[src/rtl/proj_fm_ring_pkg.sv]
// proj_fm_ring_pkg: shared constants and index type for the fragment-memory ring.
// Latency: n/a (declarations only).
// Backpressure: n/a.
package proj_fm_ring_pkg;

  localparam int FM_RING_BUFFER_COUNT      = 4;
  localparam int FM_RING_BUFFER_WORDS      = 16;
  localparam int FM_RING_DATA_BITS         = 2;
  localparam int FM_RING_FRAG_LEN          = 8;
  localparam int FM_RING_READ_PORTS        = 2;
  localparam int FM_RING_SIGNED_INDICE_LEN = 8;

  // Signed symbol index, relative to the first symbol of the newest committed buffer.
  typedef logic signed [FM_RING_SIGNED_INDICE_LEN-1:0] fm_ring_idx_t;

endpackage

[src/rtl/proj_fm_ring_rd.sv]
// proj_fm_ring_rd: one read channel; range-checks a signed index, assembles a fragment that may straddle buffers.
// Latency: 1 cycle, response registered and held for exactly one cycle.
// Backpressure: none; a request is accepted every cycle, out-of-range requests answer with rsp_oob and zero data.
// Ports: in_clk/in_rst clock and sync reset; req_vld/req_idx request; mem_dat flat ring storage;
//   active_buf/hist newest committed buffer and readable history count; rsp_vld/rsp_oob/rsp_dat response.
module proj_fm_ring_rd
  import proj_fm_ring_pkg::*;
#(
  parameter int BUFFER_COUNT      = FM_RING_BUFFER_COUNT,
  parameter int BUFFER_WORDS      = FM_RING_BUFFER_WORDS,
  parameter int DATA_BITS         = FM_RING_DATA_BITS,
  parameter int FRAG_LEN          = FM_RING_FRAG_LEN,
  parameter int SIGNED_INDICE_LEN = FM_RING_SIGNED_INDICE_LEN
) (
  input  logic                                             in_clk,
  input  logic                                             in_rst,
  input  logic                                             req_vld,
  input  logic signed [SIGNED_INDICE_LEN-1:0]              req_idx,
  input  logic [BUFFER_COUNT*BUFFER_WORDS*DATA_BITS-1:0]   mem_dat,
  input  logic [$clog2(BUFFER_COUNT)-1:0]                  active_buf,
  input  logic [$clog2(BUFFER_COUNT)-1:0]                  hist,
  output logic                                             rsp_vld,
  output logic                                             rsp_oob,
  output logic [FRAG_LEN-1:0]                              rsp_dat
);

  localparam int FRAG_SYMS = FRAG_LEN / DATA_BITS;
  localparam int WORD_SH   = $clog2(BUFFER_WORDS);
  localparam int MEM_BITS  = BUFFER_COUNT * BUFFER_WORDS * DATA_BITS;
  localparam int MA_W      = $clog2(MEM_BITS);

  int                  idx_s;
  int                  lo_lim;
  logic                in_range;
  logic [FRAG_LEN-1:0] frag;

  // Oldest readable symbol sits (hist-1) whole buffers behind the newest one.
  always_comb begin
    idx_s    = int'(req_idx);
    lo_lim   = -(int'(hist) - 1) * BUFFER_WORDS;
    in_range = (hist != '0) && (idx_s >= lo_lim) && (idx_s <= BUFFER_WORDS - FRAG_SYMS);
  end

  // Each symbol is located independently, so a fragment crossing a buffer boundary
  // simply picks its symbols from two buffers. An arithmetic shift of the position
  // gives floor(pos/BUFFER_WORDS), i.e. minus the number of buffers to step back.
  // Out-of-range requests are steered to position 0 so every select stays in bounds.
  always_comb begin
    int pos;
    int back;
    int off;
    int bufn;
    frag = '0;
    pos  = 0;
    back = 0;
    off  = 0;
    bufn = 0;
    for (int j = 0; j < FRAG_SYMS; j++) begin
      pos  = in_range ? idx_s + j : 0;
      back = pos >>> WORD_SH;
      off  = pos & (BUFFER_WORDS - 1);
      bufn = (int'(active_buf) + BUFFER_COUNT + back) % BUFFER_COUNT;
      frag[j*DATA_BITS +: DATA_BITS] =
        mem_dat[MA_W'((bufn * BUFFER_WORDS + off) * DATA_BITS) +: DATA_BITS];
    end
  end

  always_ff @(posedge in_clk) begin
    if (in_rst) begin
      rsp_vld <= 1'b0;
      rsp_oob <= 1'b0;
      rsp_dat <= '0;
    end else begin
      rsp_vld <= req_vld;
      rsp_oob <= req_vld && !in_range;
      rsp_dat <= (req_vld && in_range) ? frag : '0;
    end
  end

endmodule

[src/rtl/proj_fm_ring.sv]
// proj_fm_ring: ring of BUFFER_COUNT symbol buffers; one fills from the write stream, up to BUFFER_COUNT-1 serve reads.
// Latency: read response and chg_idx rejection both appear 1 cycle after the request.
// Backpressure: out_wready drops while the write buffer is full; offered symbols are then dropped until a commit.
// Ports: in_clk/in_rst clock and sync reset; in_wvalid/in_wdata/out_wready write stream; chg_idx/out_chg_err commit;
//   out_wr_count/out_hist status; in_rd_valid/frag_idx per-port requests; out_rd_valid/out_rd_oob/out_rdata responses.
module proj_fm_ring
  import proj_fm_ring_pkg::*;
#(
  parameter int BUFFER_COUNT      = FM_RING_BUFFER_COUNT,
  parameter int BUFFER_WORDS      = FM_RING_BUFFER_WORDS,
  parameter int DATA_BITS         = FM_RING_DATA_BITS,
  parameter int FRAG_LEN          = FM_RING_FRAG_LEN,
  parameter int READ_PORTS        = FM_RING_READ_PORTS,
  parameter int SIGNED_INDICE_LEN = FM_RING_SIGNED_INDICE_LEN
) (
  input  logic                                  in_clk,
  input  logic                                  in_rst,
  input  logic                                  in_wvalid,
  input  logic [DATA_BITS-1:0]                  in_wdata,
  output logic                                  out_wready,
  input  logic                                  chg_idx,
  output logic                                  out_chg_err,
  output logic [$clog2(BUFFER_WORDS+1)-1:0]     out_wr_count,
  output logic [$clog2(BUFFER_COUNT)-1:0]       out_hist,
  input  logic [READ_PORTS-1:0]                 in_rd_valid,
  input  logic [READ_PORTS*SIGNED_INDICE_LEN-1:0] frag_idx,
  output logic [READ_PORTS-1:0]                 out_rd_valid,
  output logic [READ_PORTS-1:0]                 out_rd_oob,
  output logic [READ_PORTS*FRAG_LEN-1:0]        out_rdata
);

  localparam int BUF_W    = $clog2(BUFFER_COUNT);
  localparam int CNT_W    = $clog2(BUFFER_WORDS + 1);
  localparam int MEM_BITS = BUFFER_COUNT * BUFFER_WORDS * DATA_BITS;
  localparam int MA_W     = $clog2(MEM_BITS);

  // Storage is never reset; out_hist alone decides which buffers are visible.
  logic [MEM_BITS-1:0] mem;

  logic [BUF_W-1:0] wr_buf;
  logic [BUF_W-1:0] wr_buf_nxt;
  logic [BUF_W-1:0] active_buf;
  logic [CNT_W-1:0] wr_count;
  logic [CNT_W-1:0] wr_count_nxt;
  logic [BUF_W-1:0] hist;
  logic [BUF_W-1:0] hist_nxt;
  logic             chg_err_nxt;
  logic             wr_fire;
  logic             commit;
  logic [MA_W-1:0]  wr_bit;

  assign out_wready   = (wr_count < CNT_W'(BUFFER_WORDS));
  assign wr_fire      = in_wvalid && out_wready;
  assign commit       = chg_idx && (wr_count == CNT_W'(BUFFER_WORDS));
  assign out_wr_count = wr_count;
  assign out_hist     = hist;

  // The newest committed buffer is always the one just behind the write buffer.
  assign active_buf = (wr_buf == '0) ? BUF_W'(BUFFER_COUNT - 1) : wr_buf - 1'b1;

  // commit needs a full buffer and wr_fire needs a non-full one, so they never coincide.
  always_comb begin
    wr_count_nxt = wr_count;
    wr_buf_nxt   = wr_buf;
    hist_nxt     = hist;
    chg_err_nxt  = 1'b0;
    if (commit) begin
      wr_count_nxt = '0;
      wr_buf_nxt   = (wr_buf == BUF_W'(BUFFER_COUNT - 1)) ? '0 : wr_buf + 1'b1;
      if (hist != BUF_W'(BUFFER_COUNT - 1)) begin
        hist_nxt = hist + 1'b1;
      end
    end else begin
      if (wr_fire) begin
        wr_count_nxt = wr_count + 1'b1;
      end
      if (chg_idx) begin
        chg_err_nxt = 1'b1;
      end
    end
  end

  always_ff @(posedge in_clk) begin
    if (in_rst) begin
      wr_count    <= '0;
      wr_buf      <= '0;
      hist        <= '0;
      out_chg_err <= 1'b0;
    end else begin
      wr_count    <= wr_count_nxt;
      wr_buf      <= wr_buf_nxt;
      hist        <= hist_nxt;
      out_chg_err <= chg_err_nxt;
    end
  end

  assign wr_bit = MA_W'((int'(wr_buf) * BUFFER_WORDS + int'(wr_count)) * DATA_BITS);

  always_ff @(posedge in_clk) begin
    if (!in_rst && wr_fire) begin
      mem[wr_bit +: DATA_BITS] <= in_wdata;
    end
  end

  for (genvar p = 0; p < READ_PORTS; p++) begin : g_rd
    proj_fm_ring_rd #(
      .BUFFER_COUNT      (BUFFER_COUNT),
      .BUFFER_WORDS      (BUFFER_WORDS),
      .DATA_BITS         (DATA_BITS),
      .FRAG_LEN          (FRAG_LEN),
      .SIGNED_INDICE_LEN (SIGNED_INDICE_LEN)
    ) u_rd (
      .in_clk     (in_clk),
      .in_rst     (in_rst),
      .req_vld    (in_rd_valid[p]),
      .req_idx    (frag_idx[p*SIGNED_INDICE_LEN +: SIGNED_INDICE_LEN]),
      .mem_dat    (mem),
      .active_buf (active_buf),
      .hist       (hist),
      .rsp_vld    (out_rd_valid[p]),
      .rsp_oob    (out_rd_oob[p]),
      .rsp_dat    (out_rdata[p*FRAG_LEN +: FRAG_LEN])
    );
  end

endmodule

[config.mk]
export PLATFORM = sky130hd
export DESIGN_NAME = proj_fm_ring
export DESIGN_NICKNAME = d
export VERILOG_FILES = /design/src/rtl/proj_fm_ring_pkg.sv /design/src/rtl/proj_fm_ring_rd.sv /design/src/rtl/proj_fm_ring.sv
export SDC_FILE = /design/constraint.sdc
export NUM_CORES = 1
export LEC_CHECK = 0
export CAP_MARGIN = 20
export CORE_MARGIN = 5
export CORE_UTILIZATION = 25
export DETAILED_ROUTE_END_ITERATION = 8
export DONT_BUFFER_PORTS = 1
export PLACE_DENSITY = 0.46
export SLEW_MARGIN = 15
export SYNTH_ARGS = -nofsm -noshare
export SYNTH_HDL_FRONTEND = slang
export SYNTH_SLANG_ARGS = --single-unit
[constraint.sdc]
create_clock -name in_clk -period 4.83 [get_ports in_clk]
set_input_delay 0.483 -clock in_clk [delete_from_list [all_inputs] [get_ports in_clk]]
set_output_delay 0.483 -clock in_clk [all_outputs]
set_load 0.1 [all_outputs]
==> results.md, run 1 <==
- Arr. time, crit path: 4350 ps
- Status: completed
- Root Buffer: clkbuf_16
- DR iter-0 viols: between 1,000 and 1,500
- Library cells used by synthesis: 80
- Max-slew violations: 0
- Post-synth top area cell: edfxtp_1
- Worst path cell trace: inv_1 -> ha_1 -> inv_1 -> ha_1 -> ha_1 -> nand2_1 -> or4_1 -> o211a_1 -> a21o_1 -> buf_4 -> nor2_1 -> ha_1 -> xnor2_1 -> xnor2_1 -> nand3_1 -> nor2_1 -> o221ai_1 -> o21ai_0
- Setup CP Type: reg2reg
- Cts bufs inserted: 9
- Cell area after synthesis: 9782 um^2
- Finished Cell Area: between 10,000 and 15,000 um^2
- Vias in the first global route: around 8,900
- H-tree level count: 3
- Number of core rows: 72
- Worst Min Path Start: in_rst
- Initial core utilization: 25.31%
- Buf/Inv on CP: 3
- Final-report setup violation count: 0
- CP Data Required Time: about 5100 ps
- Routability cong.: 0.9039
- MaxCap Viol Count: 0
- Pwr dens: 192.3 nW/um^2
- WHS: about 180 ps
- Top cell by count, worst path: ha_1
- Post-synth top cells: nor2_1, nand2_1, a21oi_1
- Clk slew on worst S/H paths: 90 ps
- Clock sinks: 94
- First-pass GRT wire length: a little over 60 mm
- DPL Wire Length: 29.01 mm
- Maximum number of pins on one net before global-route repair: 88
- Die Ht: 207.8 um
- Antenna-violating nets left: 0
- Final Cycle Share: 84.13%
- Top post-synthesis cells by area: edfxtp_1, mux4_2, nor2_1
- Layout cells sized above 1: 10.34%
- Ant. Diodes: 0
- Count leader, synth: nor2_1
- Fin. Hold Viols: 0
- Die X-Extent: 207.8 um
- DRC Markers: 0
- Fin nets: 1,162
- FMAX: 0.2461 GHz
- Via density: roughly 5.9
- Register-to-Register Path Depth: 18
- Initial antenna violation count: 1
- Worst rel slew slack: ~28%
- Synth top area share: 19.65%
- Hold Path End: out_hist[1]$_SDFFE_PP0P_
- Worst vdd ir: 0.0001859 V
- Worst-path maximum fanout: 36
- Min-Delay Path Class: in2reg
- Grt ovf: 0
- Fin Setup TNS: 0 ps
- Reg2reg start: out_hist[0]$_SDFFE_PP0P_
- Slowest cell on crit path: dfxtp_1
- Worst-margin pin slew: 1077 ps
- Syn_area_per_cell: 8.491 um^2
- Setup Buffers After CTS: 0
- R2r endpoint: g_rd[0].u_rd.rsp_dat[4]$_SDFF_PP0_
- Max Root-Sink Buffers: 2
- Setup Skew: 18.94 ps
- Layout Utilization: 27.17%
- #FFs+latches synth: 94
- Worst skew pair latency: 370 ps
- Unrepaired setup endpoints after global routing: false
- Die footprint: 43,180 um^2
- Max stage delay on crit path: 460 ps
- Core area: 38,650 um^2
- Synth Flop Type: edfxtp_1
- Wire length per cell: 25.90 um
- Worst Setup End Kind: flop
- Total GRT Usage: a little under a fifth
- # IOs: 53
- Sequential-to-total area share from yosys stat: 25.79%
- Final min period: between 4000 and 5000 ps
- DRT Pass-1 Iters: 5
- Buffers on Ports: 0
- FF-to-FF setup slack: 770 ps
- Inst Count DP: 1,604
- Area Growth Syn to Fin: 7.355%
- CTS tree: done
- Final WS setup: about 770 ps
- Crit path max-delay family: adder cells
- Critical Path Source Type: flop
- Post-Synthesis Cells: approximately 1,200
- Hold_buf cts: 0
- Static Leak: 3.587 nW
- Via count: 9,613
- Post-synth EDFFs: 64
- Area post-placement: ~10,000 um^2
- Synthesized Nets: roughly 1,200
- Place WS: 765.7 ps
- Non-Filler Instances: 1,620
- Final WL: 41.96 mm
- Power Total: 2.019 mW
- Post-CTS Resized: 0
- Total number of yosys warnings: 0
- Hold Path Stages: 1
- Asr flop ratio synth: 0%
## worst reg2reg max path: stages (launching register included)
cell	delay [ps]
dfxtp_1	460
inv_1	140
ha_1	230
inv_1	80
ha_1	290
ha_1	300
nand2_1	60
or4_1	460
o211a_1	290
a21o_1	240
buf_4	270
nor2_1	160
ha_1	170
xnor2_1	140
xnor2_1	140
nand3_1	140
nor2_1	140
o221ai_1	110
o21ai_0	200
## worst max-delay path by stage
stage                                         from  depth (start not counted)  slack [ps]                                 end
after floorplan           out_hist[0]$_SDFFE_PP0P_                         18         190  g_rd[0].u_rd.rsp_dat[1]$_SDFF_PP0_
after global placement    out_hist[0]$_SDFFE_PP0P_                         18         940  g_rd[0].u_rd.rsp_dat[4]$_SDFF_PP0_
after detailed placement  out_hist[0]$_SDFFE_PP0P_                         18         770  g_rd[0].u_rd.rsp_dat[4]$_SDFF_PP0_
after CTS                 out_hist[0]$_SDFFE_PP0P_                         18         740  g_rd[0].u_rd.rsp_dat[4]$_SDFF_PP0_
after global routing      out_hist[0]$_SDFFE_PP0P_                         18         430  g_rd[0].u_rd.rsp_dat[4]$_SDFF_PP0_
final                     out_hist[0]$_SDFFE_PP0P_                         18         770  g_rd[0].u_rd.rsp_dat[4]$_SDFF_PP0_
## power by group
| part | total (mW) | switching (mW) | leakage [nW] | internal, mW |
|---|---|---|---|---|
| Clock | 0.752 | 0.377 | 0.146 | 0.375 |
| Combinational | 0.390 | 0.253 | 2.47 | 0.137 |
| Sequential | 0.877 | 0.0238 | 0.969 | 0.854 |
## cells by family after synthesis
logic type / share of synthesized area, %
fa+ha+maj: 5.244
compound gates: 22.06
xor+xnor: 4.554
mux: 18.60
flops: 25.79
simple gates: 18.29
buf+inv: 5.462
## cell usage in the layout, fill, tap and decap left out, types with 9 or more instances in the layout
master     instances
nor2_1           182
nand2_1           90
a21oi_1           84
mux2i_1           67
edfxtp_1          64
o21ai_0           58
mux4_2            46
ha_1              40
nand3_1           35
xnor2_1           34
inv_1             33
nor3_1            32
dfxtp_1           30
a211oi_1          25
buf_4             20
a31oi_1           18
xor2_1            15
nand4_1           11
o211ai_1          10
nor2b_1           10
o2111ai_1         10
mux2_2            10
o22ai_1           10
o31ai_1            9
clkbuf_16          9
## state kept, by name (all words and copies together), names as in the netlist
register           cells
out_chg_err            1
wr_buf                 2
mem                   64
out_wr_count           5
g_rd.u_rd.rsp_oob      2
g_rd.u_rd.rsp_vld      2
out_hist               2
g_rd.u_rd.rsp_dat     16
## area by class of cell
type / count / area (um^2)
clock buffers: 10 / 239.0
clock inverters: 6 / 51.30
fillers: 4139 / 28150
inverters: 37 / 138.9
multi-input cells: 934 / 6731
flip-flops and latches: 94 / 2522
well taps: 518 / 648.1
repair buffers: 21 / 170.2
## routing by layer
layer | wire [um] | GRT usage, % | up-vias
met2 | 18340 | 28.24 | 550
met4 | 1791 | 6.772 | 0
met1 | 17860 | 26.08 | 4725
met3 | 3966 | 3.854 | 94
met5 | 0 | 0 | -
li1 | - | - | 4244
Note: power is estimated with default switching activity, not from simulation.
==> run 2, diff against run 1 <==
ABC_AREA = 1   (was default)
clock period = 3.76 ns   (was 4.83 ns; I/O delays follow)
==> run 2 against run 1 <==
Against the previous run:
- combinational power is 32% lower
- global-route usage is 1.6 points higher
- sequential power is 29% higher
- final cell count is 20% higher
- non-clock buffer count is 15 higher
- maximum frequency is 17% higher
- critical path type unchanged
- critical endpoint is now g_rd[1].u_rd.rsp_dat[1]$_SDFF_PP0_
- largest power group unchanged
==> results.md, run 2 <==
- Status: completed
- First-pass GRT wire length: 63.42 mm (+3.7%)
- Buffers on Ports: 0 (unchanged)
- Via count: 10,698 (+11%)
- Number of core rows: 71 (-1.4%)
- Final Cycle Share: 92.60% (+8.5 points)
- Unrepaired setup endpoints after global routing: false
- Final-report setup violation count: 0 (unchanged)
- Worst Min Path Start: in_rst
- Register-to-Register Path Depth: 16 (-2)
- Max FFs per register: 64 (unchanged)
- Min-Delay Path Class: in2reg
- Antenna-violating nets left: 0 (unchanged)
- Clock sinks: 94 (unchanged)
- Cell area after synthesis: 9448 um^2 (-3.4%)
- Wire length per cell: 22.31 um (-14%)
- Vias in the first global route: 9,813 (+11%)
- Fin nets: 1,498 (+29%)
- Post-Synthesis Cells: 1,454 (+26%)
- Sequential-to-total area share from yosys stat: 26.70% (+0.91 points)
- Setup Skew: 18.11 ps (-0.8308 ps)
- Hold_buf cts: 0 (unchanged)
- Grt ovf: 0 (unchanged)
- Number of cells on the critical path: 16 (-2)
- Layout fillers: 4,247 (+2.6%)
- DRT Pass-1 Iters: 6 (+1)
- #FFs+latches synth: 94 (unchanged)
- Worst skew pair latency: 380 ps (about the same)
- Worst path cell trace: inv_2 -> ha_1 -> inv_1 -> ha_1 -> ha_1 -> nand3_1 -> a21oi_1 -> nor2_1 -> o21bai_4 -> nand2_4 -> buf_4 -> nor2_1 -> inv_1 -> nand3_1 -> nand3_1 -> a21oi_1
- Hold Path End: g_rd[1].u_rd.rsp_oob$_SDFF_PP0_
- Total number of yosys warnings: 0 (unchanged)
- Initial antenna violation count: 2 (+1)
- Multi-input combinational cell area: 6040 um^2 (-10%)
- Routability cong.: 0.9405 (+4.0%)
- Layout cells sized above 1: 7.093% (-3.3 points)
- Library cells used by synthesis: 41 (-49%)
- Worst-margin pin slew: 967.4 ps (-110.1 ps)
- Pwr dens: 225.2 nW/um^2 (+17%)
- # IOs: 53 (unchanged)
- Clk slew on worst S/H paths: 90 ps (about the same)
- H-tree level count: 3 (unchanged)
- Worst Setup End Kind: flop
- Root Buffer: clkbuf_16
- Fin. Hold Viols: 0 (unchanged)
- FMAX: 0.2872 GHz (+17%)
- Crit path max-delay family: simple AND/OR/NAND/NOR gates
- Total GRT Usage: 20.19% (+1.6 points)
- Asr flop ratio synth: 0% (unchanged)
- Most common cell after layout, fill and taps aside: nand3_1
- Synth Flop Type: edfxtp_1
- Die X-Extent: 204.4 um (-1.6%)
- CTS tree: done
- Initial core utilization: 25.20% (-0.11 points)
- Maximum number of pins on one net before global-route repair: 58 (-34%)
- Max Root-Sink Buffers: 2 (unchanged)
- Static Leak: 4.260 nW (+19%)
- Final min period: 3482 ps (-582.0 ps)
- Post-synth top area cell: nand3_1
- Max stage delay on crit path: 380 ps (-80 ps)
- Hold Path Stages: 1 (unchanged)
- Max-slew violations: 0 (unchanged)
- Register Area: 2525 um^2 (about the same)
- FF-to-FF setup slack: 280 ps (-490 ps)
- Post-synth EDFFs: 64 (unchanged)
- Reg2reg start: out_hist[0]$_SDFFE_PP0P_
- Fin Setup TNS: 0 ps (unchanged)
- Ant. Diodes: 0 (unchanged)
- Worst-path maximum fanout: 9 (-75%)
- Die footprint: 41,780 um^2 (-3.3%)
- Power Total: 2.322 mW (+15%)
- Synthesized Nets: 1,519 (+25%)
- Setup Buffers After CTS: 0 (unchanged)
- Core area: 37,490 um^2 (-3.0%)
- Buf/Inv on CP: 4 (+1)
- Final WL: 43.48 mm (+3.6%)
- Count leader, synth: nand3_1
- Setup CP Type: reg2reg
- Post-synth top cells: nand3_1, nand2_1, nor2_1
- Arr. time, crit path: 3780 ps (-570 ps)
- MaxCap Viol Count: 0 (unchanged)
- DRC Markers: 0 (unchanged)
- Syn_area_per_cell: 6.498 um^2 (-23%)
- Critical Path Source Type: flop
- DR iter-0 viols: 1,424 (+3.0%)
- Most frequent cells in the layout: nand3_1, nand2_1, nor2_1
- Synth top area share: 21.35% (+1.7 points)
- Worst vdd ir: 0.0002227 V (+20%)
- Post-CTS Resized: 0 (unchanged)
- DPL Wire Length: 31.59 mm (+8.9%)
- Top post-synthesis cells by area: nand3_1, edfxtp_1, nand2_1
- Cts bufs inserted: 9 (unchanged)
- R2r endpoint: g_rd[1].u_rd.rsp_dat[1]$_SDFF_PP0_
- Worst rel slew slack: 35.42% (+7.5 points)
- CP Data Required Time: 4060 ps (-1060 ps)
- Via density: 5.489 (-7.5%)
- Slowest cell on crit path: nor2_1
- Die Ht: 204.4 um (-1.6%)
- Biggest register: mem
- Area Growth Syn to Fin: 9.111%
run 2: per-layer routing:
metal  routed length (um)  GRT usage [%]  up-vias
met1                18580          28.20     5030
met4                 1794          7.825        2
met2                18430          29.98      623
met3                 4657          4.967       93
li1                     -              -     4950
met5                   12              0        -
run 2: report_power, final:
| group | leakage (nW) | switching, mW | internal, mW |
|---|---|---|---|
| Sequential | 0.918 | 0.0285 | 1.10 |
| Clock | 0.133 | 0.472 | 0.457 |
| Combinational | 3.21 | 0.199 | 0.0686 |
run 2: through the flow:
step           cell area [um^2]  utilization (%)  worst slack [ps]  hold slack, ps  std cells
3_3_place_gp              10010            26.69             258.1           470.6       1933
3_5_place_dp              10010            26.69             179.3           469.9       1933
4_1_cts                   10280            27.42             157.4           60.29       1949
5_1_grt                   10310            27.50             15.17           70.94       1949
2_1_floorplan              9450                -             237.9           453.5       1454
6_report                  10310            27.50             278.4           72.97       1949
run 2: area by class of cell:
cell class / instances / area share [%]
clock buffers: 10 / 2.221
clock inverters: 6 / 0.4369
inverters: 144 / 5.243
multi-input cells: 1148 / 58.59
flip-flops and latches: 94 / 24.49
well taps: 511 / 6.202
repair buffers: 36 / 2.816
run 2: cells by family (layout without fill, tap and decap cells):
logic type / count (synthesis) / count (layout) / synth area share, %
compound gates: 114 / 114 / 8.132
xor+xnor: 32 / 32 / 2.967
simple gates: 961 / 961 / 47.07
buf+inv: 212 / 196 / 9.707
fa+ha+maj: 41 / 41 / 5.430
flops: 94 / 94 / 26.70
run 2: how the worst max path moves through the flow:
stage | start | end | slack (ps)
CTS | out_hist[0]$_SDFFE_PP0P_ | g_rd[0].u_rd.rsp_dat[4]$_SDFF_PP0_ | 160
detailed placement | out_hist[0]$_SDFFE_PP0P_ | g_rd[0].u_rd.rsp_dat[4]$_SDFF_PP0_ | 180
floorplan | out_hist[0]$_SDFFE_PP0P_ | g_rd[1].u_rd.rsp_dat[3]$_SDFF_PP0_ | 240
global route | out_hist[0]$_SDFFE_PP0P_ | g_rd[1].u_rd.rsp_dat[6]$_SDFF_PP0_ | 20
finish | out_hist[0]$_SDFFE_PP0P_ | g_rd[1].u_rd.rsp_dat[1]$_SDFF_PP0_ | 280
global placement | out_hist[0]$_SDFFE_PP0P_ | g_rd[1].u_rd.rsp_dat[2]$_SDFF_PP0_ | 260
